### config.mk
export PLATFORM = sky130hd
export DESIGN_NAME = multi_port_flop_array
export DESIGN_NICKNAME = d
export VERILOG_FILES = /design/src/rtl/multi_port_flop_array.sv
export SDC_FILE = /design/constraint.sdc
export NUM_CORES = 1
export LEC_CHECK = 0
export ABC_AREA = 1
export CAP_MARGIN = 20
export CORE_ASPECT_RATIO = 1.4
export CORE_MARGIN = 5
export CORE_UTILIZATION = 55
export DETAILED_ROUTE_END_ITERATION = 12
export PLACE_DENSITY_LB_ADDON = 0.3
export SETUP_SLACK_MARGIN = 0.2
export SYNTH_ARGS = -nofsm -noshare
export SYNTH_HDL_FRONTEND = slang
export SYNTH_SLANG_ARGS = --single-unit
### constraint.sdc
create_clock -name clk -period 5.5 [get_ports clk]
set_input_delay 1.1 -clock clk [delete_from_list [all_inputs] [get_ports clk]]
set_output_delay 1.1 -clock clk [all_outputs]
set_load 0.02 [all_outputs]
### src/rtl/multi_port_flop_array.sv
// Small register-file style flop array: one write port, invalidate/flush control,
// RD_PORTS independent registered read ports and a registered valid-entry count.
module multi_port_flop_array #(
    parameter int DATA_W   = 8,
    parameter int ADDR_W   = 3,
    parameter int DATA_N   = 8,
    parameter int RD_PORTS = 2,
    parameter int BYPASS   = 0
) (
    input  logic                           clk,
    input  logic                           reset,
    input  logic                           wr_en,
    input  logic [ADDR_W-1:0]              wr_addr,
    input  logic [DATA_W-1:0]              wr_data,
    input  logic                           inv_en,
    input  logic [ADDR_W-1:0]              inv_addr,
    input  logic                           flush,
    input  logic [RD_PORTS-1:0]            rd_en,
    input  logic [RD_PORTS*ADDR_W-1:0]     rd_addr,
    output logic [RD_PORTS*DATA_W-1:0]     rd_data,
    output logic [RD_PORTS-1:0]            rd_vld,
    output logic [RD_PORTS-1:0]            rd_err,
    output logic                           wr_err,
    output logic [$clog2(DATA_N+1)-1:0]    count
);

    localparam int CNT_W = $clog2(DATA_N+1);

    logic [DATA_W-1:0]          data_q [DATA_N];
    logic [DATA_W-1:0]          data_d [DATA_N];
    logic [DATA_N-1:0]          valid_q;
    logic [DATA_N-1:0]          valid_d;
    logic [RD_PORTS*DATA_W-1:0] rd_data_d;
    logic [RD_PORTS-1:0]        rd_vld_d;
    logic [RD_PORTS-1:0]        rd_err_d;
    logic                       wr_err_d;
    logic [CNT_W-1:0]           count_d;

    // Invalidate is applied first so a same-address write overrides it; flush wins over both.
    always_comb begin
        valid_d  = valid_q;
        data_d   = data_q;
        wr_err_d = wr_en && (int'(wr_addr) >= DATA_N);
        for (int i = 0; i < DATA_N; i++) begin
            if (inv_en && (inv_addr == ADDR_W'(i))) begin
                valid_d[i] = 1'b0;
            end
            if (wr_en && !flush && (wr_addr == ADDR_W'(i))) begin
                valid_d[i] = 1'b1;
                data_d[i]  = wr_data;
            end
        end
        if (flush) begin
            valid_d = '0;
        end
    end

    always_comb begin
        rd_data_d = '0;
        rd_vld_d  = '0;
        rd_err_d  = '0;
        for (int p = 0; p < RD_PORTS; p++) begin
            if (rd_en[p]) begin
                rd_err_d[p] = 1'b1;
                for (int i = 0; i < DATA_N; i++) begin
                    if ((rd_addr[p*ADDR_W +: ADDR_W] == ADDR_W'(i)) &&
                        ((BYPASS != 0) ? valid_d[i] : valid_q[i])) begin
                        rd_vld_d[p]                  = 1'b1;
                        rd_err_d[p]                  = 1'b0;
                        rd_data_d[p*DATA_W +: DATA_W] = (BYPASS != 0) ? data_d[i] : data_q[i];
                    end
                end
            end
        end
    end

    always_comb begin
        count_d = '0;
        for (int i = 0; i < DATA_N; i++) begin
            if (valid_d[i]) begin
                count_d = count_d + CNT_W'(1);
            end
        end
    end

    always_ff @(posedge clk or posedge reset) begin
        if (reset) begin
            valid_q <= '0;
            rd_data <= '0;
            rd_vld  <= '0;
            rd_err  <= '0;
            wr_err  <= 1'b0;
            count   <= '0;
        end else begin
            valid_q <= valid_d;
            rd_data <= rd_data_d;
            rd_vld  <= rd_vld_d;
            rd_err  <= rd_err_d;
            wr_err  <= wr_err_d;
            count   <= count_d;
        end
    end

    // Payload is qualified by valid_q, so it needs no reset.
    always_ff @(posedge clk) begin
        data_q <= data_d;
    end

endmodule
Word level (Yosys, flattened, before mapping)
Index checks and enable logic that the tools add are counted.
{ "classes": {"n_addsub": 7, "n_eq_ne": 28, "mux": 79, "n_reduce_logical": 38} }
{ "ops": {"columns": ["op", "n"], "rows": [
  ["two-way mux 8 bit", 19],
  ["two-way mux 1 bit", 53],
  ["== test 3 bit (second input constant)", 16],
  ["logical AND 1 bit", 33],
  ["adder 4 x 1 -> 4 bit (second input constant)", 7],
  ["two-way mux 4 bit", 7],
  ["== test 3 x 2 -> 1 bit (second input constant)", 8],
  ["== test 3 x 1 -> 1 bit (second input constant)", 4],
  ["zero test 3 bit", 4],
  ["zero test 1 bit", 1]
]} }
{ "word_totals": {"register_bits": 96, "inputBits": 27, "out_inout_bits": 25, "elab_cells": 165} }

Logic depth before layout (Yosys ltp)
Gate-level depths: netlist of run 1.
{ "logic_depth": {"ltp_word": 20, "ltp_mapped": 31, "mapped_depth_nobuf": 31} }

Least setup slack after synthesis of run 1
Ideal clock, no wire load.
{ "synth_timing": {"path_type": "input port to flip-flop", "start": "input port flush", "end": "register count[1]", "setup_ns": 0.129, "arrival_time_ns": 4.283, "required_time_ns": 5.371, "path_slack_ns": 1.089, "stages": 26, "n_path_buf": 0, "cell_sequence": "inv_2 nand2_2 nor2_4 nand2_1 nand2_1 inv_1 nor2_1 inv_1 ha_1 nand3_1 nand2_1 inv_1 ha_1 nor2_1 a21oi_1 ha_1 nand2_1 nand2_1 o21ai_0 nand2_1 ha_1 nand2_1 nand2_1 ha_1 nor2_1 a31oi_1"} }
{ "synth_via": {"word_cells_on_any_way": 34, "classes_between": "add/sub (7); mux (17); reduce/logical (10)"} }
{ "synth_lines": {"columns": ["item", "line_no", "rtl"], "rows": [
  ["start, declared", "17", "input logic flush,"],
  ["zero test 1 bit", "48", "if (wr_en && !flush && (wr_addr == ADDR_W'(i))) begin"],
  ["logical AND 1 bit (2 in series)", "48", null],
  ["two-way mux 1 bit", "48", null],
  ["two-way mux 8 bit *", "53", "if (flush) begin"],
  ["via valid_d[1]", "32", "logic [DATA_N-1:0] valid_d;"],
  ["two-way mux 4 bit *", "80", "if (valid_d[i]) begin"],
  ["adder 4 x 1 -> 4 bit", "81", "count_d = count_d + CNT_W'(1);"],
  ["two-way mux 4 bit *", "80", null],
  ["[... 3 more ...]", null, null],
  ["two-way mux 4 bit *", "80", null],
  ["adder 4 x 1 -> 4 bit", "81", null],
  ["two-way mux 4 bit *", "80", null],
  ["adder 4 x 1 -> 4 bit", "81", null],
  ["two-way mux 4 bit *", "80", null],
  ["adder 4 x 1 -> 4 bit", "81", null],
  ["two-way mux 4 bit *", "80", null],
  ["via count_d[1]", "37", "logic [CNT_W-1:0] count_d;"],
  ["end signal, assigned", "100", "count <= count_d;"],
  ["end, declared", "24", "output logic [$clog2(DATA_N+1)-1:0] count"]
]} }
The timed path passes the listed nets; every way through them passes the cells marked *.
A chain may end at the register's enable or synchronous reset.

Worst setup path in the final report of run 1
{ "layout_timing": {"start": "input port wr_addr[0]", "end": "register count[1]"} }
{ "layout_via": {"word_cells_on_any_way": 40, "classes_between": "add/sub (7); eq/ne (7); mux (17); reduce/logical (9)"} }
{ "layout_lines": {"columns": ["item", "line_no", "rtl"], "rows": [
  ["start, declared", "13", "input logic [ADDR_W-1:0] wr_addr,"],
  ["== test 3 x 1 -> 1 bit *", "48", null],
  ["logical AND 1 bit *", "48", null],
  ["two-way mux 1 bit *", "48", null],
  ["two-way mux 8 bit *", "53", null],
  ["via valid_d[1]", "32", null],
  ["two-way mux 4 bit *", "80", null],
  ["adder 4 x 1 -> 4 bit", "81", null],
  ["two-way mux 4 bit *", "80", null],
  ["[... 3 more ...]", null, null],
  ["two-way mux 4 bit *", "80", null],
  ["adder 4 x 1 -> 4 bit", "81", null],
  ["two-way mux 4 bit *", "80", null],
  ["adder 4 x 1 -> 4 bit", "81", null],
  ["two-way mux 4 bit *", "80", null],
  ["adder 4 x 1 -> 4 bit", "81", null],
  ["two-way mux 4 bit *", "80", null],
  ["via count_d[1]", "37", null]
]} }
Marks and branches as above.

==> results.md, run 1 <==
* Worst r2r src: valid_q[1]
* Tot GR Track Use at 21.69%
* Core area at 0.008508 mm^2
* Clock Latency Late Sink at 0.33 ns
* Final Instance Area at 0.005647 mm^2
* Worst-margin pin slew at 1.053 ns
* Total Nets Final at 594
* Hold-fix buffers, CTS at 0
* Crit Path Max Fanout at 4
* Worst-case reg-to-reg path depth at 23
* Final Wtd Congestion at 0.8879
* First-pass GRT wire length at 17480 um
* Worst hold path class: reg -> reg
* Die area at 0.01058 mm^2
* DIE WIDTH at 88.36 um
* Synthesis-to-finish area growth at 19.42%
* I/O pin cnt at 52
* Cell Pwr Density at 262.9 mW/mm^2
* Root Buffer: clkbuf_16
* Final hold violations at 0
* Post-layout util at 66.37%
* Met1 Use GR at 23.62%
* Reg clk slew, reported paths at 0.06 ns
* FF-to-FF End: count[1]
* TritonRoute pass-1 iters at 7
* Worst setup path start: wr_addr[0]
* Vias/cell at 5.787
* Seq/Total Area, Yosys at 57.58%
* Setup TNS at 0 ns
* Max Slew Vio Count at 0
* Synth top area cells: edfxtp_1, dfrtp_1, nand2_1, o21ai_0, inv_1
* Synth top cells by count: nand2_1, inv_1, edfxtp_1
* Finished Layout Cells at 670
* Std cell rows at 40
* Placed wire-length estimate at 8507 um
* Dominant register cell in the synthesized netlist: edfxtp_1
* WP data arrival at 5.11 ns
* CTS buffer count at 9
* Placed cell area at 0.005351 mm^2
* Tcrit/Tclk final at 89.04%
* Top cell type by total area after synthesis: edfxtp_1
* Yosys reg bits at 96
* Largest net degree at the start of global routing at 33
* Worst setup EP type: flip-flop
* Syn nets at 536
* Die height at 119.7 um
* Final antenna-violating net count at 0
* Critical Path Sink: count[1]
* Met3 GRT Util at 3.984%
* Hold_ws at 0.5189 ns
* RSZ-0062 raised after global routing: false
* R2r setup slk at 1.69 ns
* Vias in the first global route at 3724
* Initial Util at 55.57%
* Netlist cell types at 36
* Final Skew at 0.005036 ns
* Worst EP required at 5.71 ns
* Max rail drop VDD at 0.1682 mV
* Clock sink count at 96
* Total number of vias at 3877
* DRT iter0 DRCs at 491
* Status: finished, final reports clean
* PortBufs at 50
* Yosys top cell area share at 40.65%
* CTS HTree Levels at 3
* DRC violation count after routing at 0
* Cell with the most instances after synthesis: nand2_1
* Asr flop ratio synth at 33.33%
* Relative slew slack at 29.27%
* Mapped Avg Cell Area at 9.419 um^2
* Grt met2 use at 39.75%
* Share of cells above drive strength 1 at 7.434%
* MaxCap Viol Count at 0
* Setup CP Type: in -> reg
* Setup crit start kind: input port
* Gate Count Post-Synth at 502
* Min cycle time layout at 4.897 ns
* ANT cells at 0
* Initial antenna violation count at 0
* Dpl cells at 652
* Max Buffers Root-to-Sink at 2
* Syn Std Cell Area at 0.004728 mm^2
* Yosys warning count at 0
* Gr ovfl total at 0
* GR peak layer: met2
* Pleak at 2.395 nW
* DRT Wirelength at 11060 um
* Fmax at 204.2 MHz
* DR WL/cell at 16.51 um
* CTS tree: built
* Post-synth EDFFs at 64
* Setup Viol. Count Final at 0
==> power by group <==
group / switching, mW / leakage (nW) / internal (mW)
Clock: 0.238 / 0.134 / 0.350
Sequential: 0.00606 / 1.02 / 0.788
Combinational: 0.0633 / 1.24 / 0.0396
==> sequential cells by signal (all words and copies together), names as in the netlist <==
| name | count |
|---|---|
| count | 4 |
| data_q | 64 |
| rd_data | 16 |
| rd_err | 2 |
| rd_vld | 2 |
| valid_q | 8 |
==> worst min-delay path by stage <==
stage | from | endpoint | slack, ns | cells after the start
final | data_q[6] | rd_data[14] | 0.52 | 2
after global routing | data_q[6] | rd_data[14] | 0.56 | 2
after CTS | data_q[6] | rd_data[14] | 0.52 | 2
after detailed placement | data_q[6] | rd_data[14] | 0.51 | 2
after global placement | data_q[0] | rd_data[0] | 0.50 | 2
after floorplan | data_q[0] | rd_data[0] | 0.49 | 2
==> per-layer routing <==
layer	part of all wire [%]	up-vias
met5	0	-
met4	3.1	0
met3	6.2	30
met2	54	185
met1	37	1800
li1	-	1862
==> cells in the final DEF, fill, tap and decap left out, types with 12 or more instances in the layout <==
master	Yosys	routed
o221ai_1	12	12
clkdlybuf4s50_1	0	49
dfrtp_1	32	32
nand4_1	13	13
nand3_1	28	28
edfxtp_1	64	64
nor2_1	30	30
nand2_1	111	111
inv_1	67	67
a31oi_1	17	17
o21ai_0	55	55
==> area by class of cell <==
type / count / area, um^2
well taps: 105 / 131.4
repair buffers: 56 / 543.0
clock inverters: 4 / 46.29
clock buffers: 12 / 236.5
flip-flops and latches: 96 / 2723
multi-input cells: 328 / 1708
inverters: 69 / 259.0
fillers: 682 / 2861
==> cells by family after synthesis <==
logic type / after synthesis / share of synthesized area (%)
compound gates: 106 / 13.28
xor+xnor: 1 / 0.1853
fa+ha+maj: 7 / 1.852
buf+inv: 78 / 6.298
flops: 96 / 57.58
other cells: 1 / 0.07931
simple gates: 213 / 20.72
==> per-stage QoR <==
stage	setup slack [ns]	total power [mW]
after detailed placement	0.1947	0.9106
final	0.6028	1.484
after global placement	0.3728	0.9076
after CTS	0.5455	1.494
after global routing	0.2594	1.535
after floorplan	1.089	0.8589
==> critical path, cell delays in order <==
cell and delay, ns:
clkdlybuf4s50_1 0.52, inv_1 0.05, nor2_1 0.13, nand2_1 0.10
nand2_1 0.11, inv_1 0.06, nor2_1 0.17, inv_1 0.07
ha_1 0.29, nand3_1 0.13, nand2_1 0.13, inv_1 0.05
ha_1 0.27, nor2_1 0.16, a21oi_1 0.09, ha_1 0.30
nand2_1 0.09, nand2_1 0.10, o21ai_0 0.18, nand2_1 0.08
ha_1 0.28, nand2_1 0.09, nand2_1 0.09, ha_1 0.31
nor2_1 0.10, a31oi_1 0.04
==> what timing repair did <==
| item | 4_1_cts | 5_1_grt |
|---|---|---|
| resized for setup | 0 | 1 |
| setup buffers | 0 | 0 |
| setup endpoints to repair | 0 | 1 |
Power figures use the tool's default switching activity.
==> run 2, diff against run 1 <==
--- a/config.mk
+++ b/config.mk
@@ -5,10 +5,9 @@
 export SDC_FILE = /design/constraint.sdc
 export NUM_CORES = 1
 export LEC_CHECK = 0
-export ABC_AREA = 1
 export CAP_MARGIN = 20
 export CORE_ASPECT_RATIO = 1.4
-export CORE_MARGIN = 5
+export CORE_MARGIN = 4
 export CORE_UTILIZATION = 55
 export DETAILED_ROUTE_END_ITERATION = 12
 export PLACE_DENSITY_LB_ADDON = 0.3
==> run 2 against run 1 <==
Against the previous run: clock power is 2% higher; setup slack worse by 0.18 ns; die area decreased by 3.2%; register-to-register slack got worse by 0.27 ns; sequential cell count stayed put; combinational power grew 61%; count of clock-buffer cells in the layout fell by 1; core utilization grew 6.5 points; sequential power is essentially flat.
==> results.md, run 2 <==
* Worst setup EP type: flip-flop
* Syn nets at 425 (-21%)
* DRT Wirelength at 13220 um (+19%)
* Synthesis-to-finish area growth at 26.89%
* Tcrit/Tclk final at 92.28% (+3.2 points)
* Max reg flops at 64 (unchanged)
* Worst setup path start: inv_addr[2]
* Combinational power share at 10.6% (+3.7 points)
* Cell Pwr Density at 258.0 mW/mm^2 (-1.8%)
* Final hold violations at 0 (unchanged)
* Max Buffers Root-to-Sink at 2 (unchanged)
* Cell with the most instances after synthesis: edfxtp_1
* Status: finished, final reports clean
* CTS buffer count at 9 (unchanged)
* Top sig layer: met4
* Seq/Total Area, Yosys at 57.14% (-0.44 points)
* Clock sink count at 96 (unchanged)
* MaxCap Viol Count at 0 (unchanged)
* DIE WIDTH at 86.66 um (-1.9%)
* Most frequent cells in the layout: edfxtp_1, clkdlybuf4s50_1, buf_4
* FF-to-FF End: count[2]
* Worst Setup Slack, final at 0.4243 ns (-0.1785 ns)
* Total Nets Final at 510 (-14%)
* Max rail drop VDD at 0.1959 mV (+16%)
* Die height at 118.1 um (-1.3%)
* Asr flop ratio synth at 33.33% (unchanged)
* R2r setup slk at 1.42 ns (-0.27 ns)
* Clock power frac at 38.3% (-1.3 points)
* First-pass GRT wire length at 20230 um (+16%)
* Final Wtd Congestion at 0.8703 (-2.0%)
* ANT cells at 0 (unchanged)
* Final antenna-violating net count at 0 (unchanged)
* DRT iter0 DRCs at 413 (-16%)
* Setup CP Type: in -> reg
* DR WL/cell at 22.68 um (+37%)
* Final Instance Area at 0.006046 mm^2 (+7.1%)
* Synth top area cells: edfxtp_1, dfrtp_1, a221oi_1, a22oi_1, nand2_1
* Final Skew at 0.005018 ns (-0.00001785 ns)
* Seq pwr share at 51.1% (-2.4 points)
* Reg clk slew, reported paths at 0.06 ns (about the same)
* Syn Std Cell Area at 0.004765 mm^2 (+0.77%)
* Top cell type by total area after synthesis: edfxtp_1
* Initial Util at 57.44% (+1.9 points)
* Mapped Avg Cell Area at 12.19 um^2 (+29%)
* Max Slew Vio Count at 0 (unchanged)
* Yosys reg bits at 96 (unchanged)
* Synth top cells by count: edfxtp_1, dfrtp_1, nand2_1
* Initial antenna violation count at 0 (unchanged)
* Placed wire-length estimate at 8919 um (+4.8%)
* Die area at 0.01024 mm^2 (-3.2%)
* Met1 Wirelength at 4552 um (+11%)
* # fillers at 578 (-15%)
* Relative slew slack at 31.69% (+2.4 points)
* Worst hold path class: reg -> reg
* WP data arrival at 5.29 ns (+0.18 ns)
* Yosys warning count at 0 (unchanged)
* Gr ovfl total at 0 (unchanged)
* Pleak at 2.291 nW (-4.3%)
* Tot GR Track Use at 26.28% (+4.6 points)
* Largest net degree at the start of global routing at 33 (unchanged)
* Placed cell area at 0.005625 mm^2 (+5.1%)
* Worst-margin pin slew at 1.021 ns (-0.03206 ns)
* Crit Path Max Fanout at 3 (-1)
* Root Buffer: clkbuf_16
* Setup crit start kind: input port
* Gate Count Post-Synth at 391 (-22%)
* TritonRoute pass-1 iters at 5 (-2)
* Fmax at 197.0 MHz (-3.5%)
* Std cell rows at 39 (-2.5%)
* Min cycle time layout at 5.076 ns (+0.1785 ns)
* DRC violation count after routing at 0 (unchanged)
* Routed length on met3 at 900 um (+31%)
* Sw Share at 22.11% (+1.4 points)
* Vias in the first global route at 4026 (+8.1%)
* Worst r2r src: valid_q[1]
* Regs by FF count: data_q x64, rd_data x16, valid_q x8
* PortBufs at 50 (unchanged)
* Share of cells above drive strength 1 at 19.13% (+12 points)
* Critical Path Sink: count[2]
* Dominant register cell in the synthesized netlist: edfxtp_1
* Netlist cell types at 65 (+81%)
* Commonest non-fill, non-tap cell in the layout: edfxtp_1
* I/O pin cnt at 52 (unchanged)
* Top reg by flops: data_q
* RSZ-0062 raised after global routing: false
* Post-Place Worst Slack at -0.3475 ns (-0.5422 ns)
* CTS tree: built
* Core area at 0.008295 mm^2 (-2.5%)
* Met2 Routed Length at 6825 um (+15%)
* Post-synth EDFFs at 64 (unchanged)
* Worst-case reg-to-reg path depth at 22 (-4.3%)
* Setup Viol. Count Final at 0 (unchanged)
* Yosys top cell area share at 40.34% (-0.31 points)
* Clock Latency Late Sink at 0.34 ns (about the same)
* Vias/cell at 6.494 (+12%)
* Worst EP required at 5.72 ns (about the same)
* Total number of vias at 3786 (-2.3%)
* Int Pwr at 1.215 mW (+3.2%)
* CTS HTree Levels at 3 (unchanged)
* Sw power at 0.3449 mW (+12%)
[run 2: cell count changes after synthesis, sizes merged, moves of 8 or more]
cell / before / now
a221oi: 2 / 15
a22oi: 1 / 16
a31oi: 17 / 8
nand3: 33 / 3
mux2: 0 / 9
inv: 68 / 26
o21ai: 55 / 6
nor2: 33 / 24
nand2: 121 / 29
xnor2: 1 / 10
a21oi: 11 / 3
mux2i: 0 / 10
[run 2: logic make-up after synthesis]
| logic type | share of synthesized area [%] |
|---|---|
| adders and majority gates | 1.838 |
| muxes | 4.228 |
| AOI/OAI and AO/OA | 16.18 |
| DFF | 57.14 |
| other | 0.07871 |
| xor gates and xnor gates | 2.757 |
| and+or+nand+nor | 14.31 |
| buffers and inverters | 3.466 |
[run 2: layout make-up]
| type | count | area (um^2) | share of cell area [%] |
|---|---|---|---|
| Clock inverter | 5 | 47.55 | 0.7864 |
| Tap cell | 102 | 127.6 | 2.111 |
| Inverter | 26 | 97.59 | 1.614 |
| Clock buffer | 11 | 232.7 | 3.849 |
| Multi-Input combinational cell | 254 | 2017 | 33.36 |
| Sequential cell | 96 | 2723 | 45.03 |
| Timing Repair Buffer | 89 | 800.8 | 13.25 |
[run 2: routing by layer]
metal  track usage [%]  vias up
met5                 0        -
met4             20.66        0
met3             4.132       69
met2             43.68      207
met1             29.19     1817
li1                  -     1693
[run 2: worst min-delay path by stage]
| stage | from | endpoint | slack, ns | depth (start not counted) |
|---|---|---|---|---|
| floorplan | data_q[5] | rd_data[13] | 0.50 | 2 |
| global placement | data_q[5] | rd_data[13] | 0.54 | 2 |
| detailed placement | data_q[5] | rd_data[13] | 0.56 | 2 |
| CTS | data_q[5] | rd_data[13] | 0.58 | 2 |
| global route | data_q[6] | rd_data[14] | 0.61 | 1 |
| finish | data_q[5] | rd_data[13] | 0.57 | 2 |
[run 2: timing repair]
action | in CTS | in global routing
pin swaps | 4 | 12
setup buffers | 2 | 2
setup endpoints to repair | 3 | 3
gates resized for setup | 8 | 15
hold buffers | 0 | 0
[run 2: critical path: stages]
cell	delay [ns]
clkdlybuf4s50_1	0.50
nor4bb_2	0.38
nor2_1	0.10
a21oi_2	0.13
or2_4	0.15
ha_4	0.21
xnor2_2	0.18
inv_2	0.08
ha_4	0.24
nand2_2	0.07
o21a_1	0.15
inv_2	0.05
ha_4	0.23
xor2_1	0.15
and3_1	0.17
or3_4	0.34
ha_4	0.27
nor2_1	0.04
a31oi_1	0.20
ha_2	0.20
nand2_1	0.05
xor2_1	0.19
xnor2_1	0.12
[run 2: metrics by stage]
stage	TNS (ns)	hold WS [ns]	instances	power (mW)	utilization (%)
after CTS	0	0.5756	581	1.553	71.87
after detailed placement	-0.9165	0.5618	563	0.9639	67.81
final	0	0.5728	583	1.560	72.88
after global routing	0	0.6075	583	1.608	72.88
after global placement	-0.6357	0.5356	563	0.9577	67.81
after floorplan	0	0.4956	391	0.8878	-
[run 2: power groups by stage]
stage | combinational, mW | clock (mW) | sequential (mW)
2_1_floorplan | 0.0705 | 0 | 0.817
3_3_place_gp | 0.147 | 0 | 0.811
3_5_place_dp | 0.152 | 0 | 0.812
4_1_cts | 0.157 | 0.598 | 0.797
5_1_grt | 0.180 | 0.630 | 0.798
6_report | 0.166 | 0.597 | 0.797
==> run 3, diff against run 2 <==
--- a/config.mk
+++ b/config.mk
@@ -7,10 +7,11 @@
 export LEC_CHECK = 0
 export CAP_MARGIN = 20
 export CORE_ASPECT_RATIO = 1.4
-export CORE_MARGIN = 4
+export CORE_MARGIN = 2
 export CORE_UTILIZATION = 55
 export DETAILED_ROUTE_END_ITERATION = 12
-export PLACE_DENSITY_LB_ADDON = 0.3
+export PLACE_DENSITY = 0.78
+export REMOVE_ABC_BUFFERS = 1
 export SETUP_SLACK_MARGIN = 0.2
 export SYNTH_ARGS = -nofsm -noshare
 export SYNTH_HDL_FRONTEND = slang
==> run 3 against run 2 <==
Against the previous run: register-to-register slack got worse by 0.09 ns; non-clock buffer count rose by 2; global-route usage grew 4.0 points; sequential cell count is the same; first-iteration DRC count is 28% higher; clock skew up 0.0059 ns; routed wire length increased by 4.2%; combinational power increased by 5%; setup slack got worse by 0.14 ns; final area increased by 0.62%; highest routed layer unchanged; sequential power hardly changed; critical path type unchanged; maximum frequency shrank 2.7%; critical endpoint unchanged.
==> results.md, run 3 (synthesis results as in run 2) <==
* Status: finished, final reports clean
* ANT cells at 0 (unchanged)
* Sw power at 0.3605 mW (+4.5%)
* Crit path buf inv count at 3 (unchanged)
* Total number of vias at 3881 (+2.5%)
* Dpl cells at 564 (+0.18%)
* Fmax at 191.6 MHz (-2.7%)
* Worst hold path class: reg -> reg
* RSZ-0062 raised after global routing: false
* DR WL/cell at 23.43 um (+3.3%)
* Setup TNS at 0 ns (unchanged)
* PortBufs at 50 (unchanged)
* R2r setup slk at 1.33 ns (-0.09 ns)
* Delay-heaviest family, CP: simple AND/OR/NAND/NOR gates
* Gr ovfl total at 0 (unchanged)
* MaxCap Viol Count at 0 (unchanged)
* Regs by FF count: data_q x64, rd_data x16, valid_q x8
* Final Wtd Congestion at 0.9396 (+8.0%)
* Pleak at 2.319 nW (+1.2%)
* I/O pin cnt at 52 (unchanged)
* Placed wire-length estimate at 8866 um (-0.59%)
* CTS HTree Levels at 3 (unchanged)
* Max Slew Vio Count at 0 (unchanged)
* Crit Path Max Fanout at 3 (unchanged)
* Clock Latency Late Sink at 0.35 ns (about the same)
* Synthesis-to-finish area growth at 27.68%
* Commonest non-fill, non-tap cell in the layout: edfxtp_1
* Clock sink count at 96 (unchanged)
* DIE WIDTH at 82.66 um (-4.6%)
* Top reg by flops: data_q
* Min cycle time layout at 5.218 ns (+0.1426 ns)
* Seq pwr share at 51.9% (+0.8 points)
* Worst setup path start: inv_addr[2]
* Largest net degree at the start of global routing at 33 (unchanged)
* Tot GR Track Use at 30.30% (+4.0 points)
* Sw Share at 23.46% (+1.3 points)
* Cell Pwr Density at 252.6 mW/mm^2 (-2.1%)
* CTS buffer count at 9 (unchanged)
* Hold path start: data_q[6]
* Setup crit start kind: input port
* Die height at 114.1 um (-3.4%)
* Root Buffer: clkbuf_16
* Share of cells above drive strength 1 at 19.67% (+0.54 points)
* Worst r2r src: valid_q[1]
* Core area at 0.008508 mm^2 (+2.6%)
* Clock power frac at 36.8% (-1.5 points)
* CP peak stage delay at 0.54 ns (+0.04 ns)
* Die area at 0.009434 mm^2 (-7.8%)
* Total Nets Final at 512 (+0.39%)
* Worst setup EP type: flip-flop
* Hold_ws at 0.5922 ns (+0.01938 ns)
* Worst-margin pin slew at 1.149 ns (+0.1281 ns)
* DRC violation count after routing at 0 (unchanged)
* Tot Pwr at 1.537 mW (-1.5%)
* Combinational power share at 11.3% (+0.7 points)
* CP most frequent cell: ha_4
* Relative slew slack at 23.12% (-8.6 points)
* Vias/cell at 6.600 (+1.6%)
* DRT iter0 DRCs at 530 (+28%)
* Worst EP required at 5.72 ns (about the same)
* CP cell instances: clkdlybuf4s50_1 > nor4bb_4 > nor2_1 > a21oi_1 > or2_4 > ha_4 > xnor2_4 > inv_2 > ha_4 > nand2_2 > o21a_1 > inv_2 > ha_4 > xor2_1 > and3_1 > or3_4 > ha_4 > nor2_1 > a31oi_1 > ha_2 > nand2_1 > xor2_1 > xnor2_1
* Final hold violations at 0 (unchanged)
* Int Pwr at 1.176 mW (-3.2%)
* Vias in the first global route at 3859 (-4.1%)
* Max rail drop VDD at 0.2338 mV (+19%)
* Max reg flops at 64 (unchanged)
* Tcrit/Tclk final at 94.88% (+2.6 points)
* Final antenna-violating net count at 0 (unchanged)
* Initial Util at 56.00% (-1.4 points)
* Final Skew at 0.01087 ns (+0.005855 ns)
* Reg clk slew, reported paths at 0.06 ns (about the same)
* Std cell rows at 40 (+2.6%)
* Setup CP Type: in -> reg
* Max Buffers Root-to-Sink at 2 (unchanged)
* Finished Layout Cells at 588 (+0.86%)
* Hold-fix buffers, CTS at 0 (unchanged)
* Post-layout util at 71.50% (-1.4 points)
* DRT Wirelength at 13780 um (+4.2%)
* Slowest CP cell: clkdlybuf4s50_1
* Initial antenna violation count at 0 (unchanged)
* Setup Viol. Count Final at 0 (unchanged)
* First-pass GRT wire length at 20460 um (+1.1%)
* Most frequent cells in the layout: edfxtp_1, clkdlybuf4s50_1, buf_4
* CTS tree: built
* WP data arrival at 5.44 ns (+0.15 ns)
* TritonRoute pass-1 iters at 7 (+2)
-- run 3: power by group through the flow --
stage | sequential (mW) | clock [mW] | combinational (mW)
6_report | 0.797 | 0.566 | 0.174
5_1_grt | 0.799 | 0.591 | 0.185
4_1_cts | 0.797 | 0.562 | 0.163
3_5_place_dp | 0.812 | 0 | 0.149
3_3_place_gp | 0.811 | 0 | 0.145
2_1_floorplan | 0.817 | 0 | 0.0622
-- run 3: per-layer routing --
layer | track usage (%) | vias up | part of all wire [%]
met5 | 0 | - | 0
met4 | 15.63 | 0 | 4.4
met3 | 5.599 | 59 | 7.8
met2 | 52.10 | 257 | 53
met1 | 35.31 | 1863 | 35
li1 | - | 1702 | -
-- run 3: cell type report --
cell class	instances	area, um^2
clock inverter	4	22.52
fill	609	2425
clock buffer	12	236.5
timing repair buffer	91	822.0
tap	105	131.4
inverter	26	97.59
multi-input combinational	254	2051
sequential	96	2723
-- run 3: per-stage QoR --
stage	area (um^2)	worst slack, ns
finish	6083	0.2817
global route	6083	0.1238
CTS	5989	0.2372
detailed placement	5577	-0.4910
global placement	5577	-0.3460
floorplan	4697	0.002689
-- run 3: worst paths after layout --
kind,to,cells past startpoint
hold / removal,rd_data[14],1
max in group asynchronous,valid_q[1],3
setup reg to reg,count[2],22
min in group asynchronous,rd_data[2],3
setup / recovery,count[2],23
hold reg to reg,rd_data[14],1
-- run 3: timing repair --
item                       in CTS  in global routing
resized for setup              20                 13
hold endpoints to repair        0                  0
setup buffers                   4                  3
pin swaps                       8                 10
setup endpoints to repair       3                  3
gates cloned                    0                  0
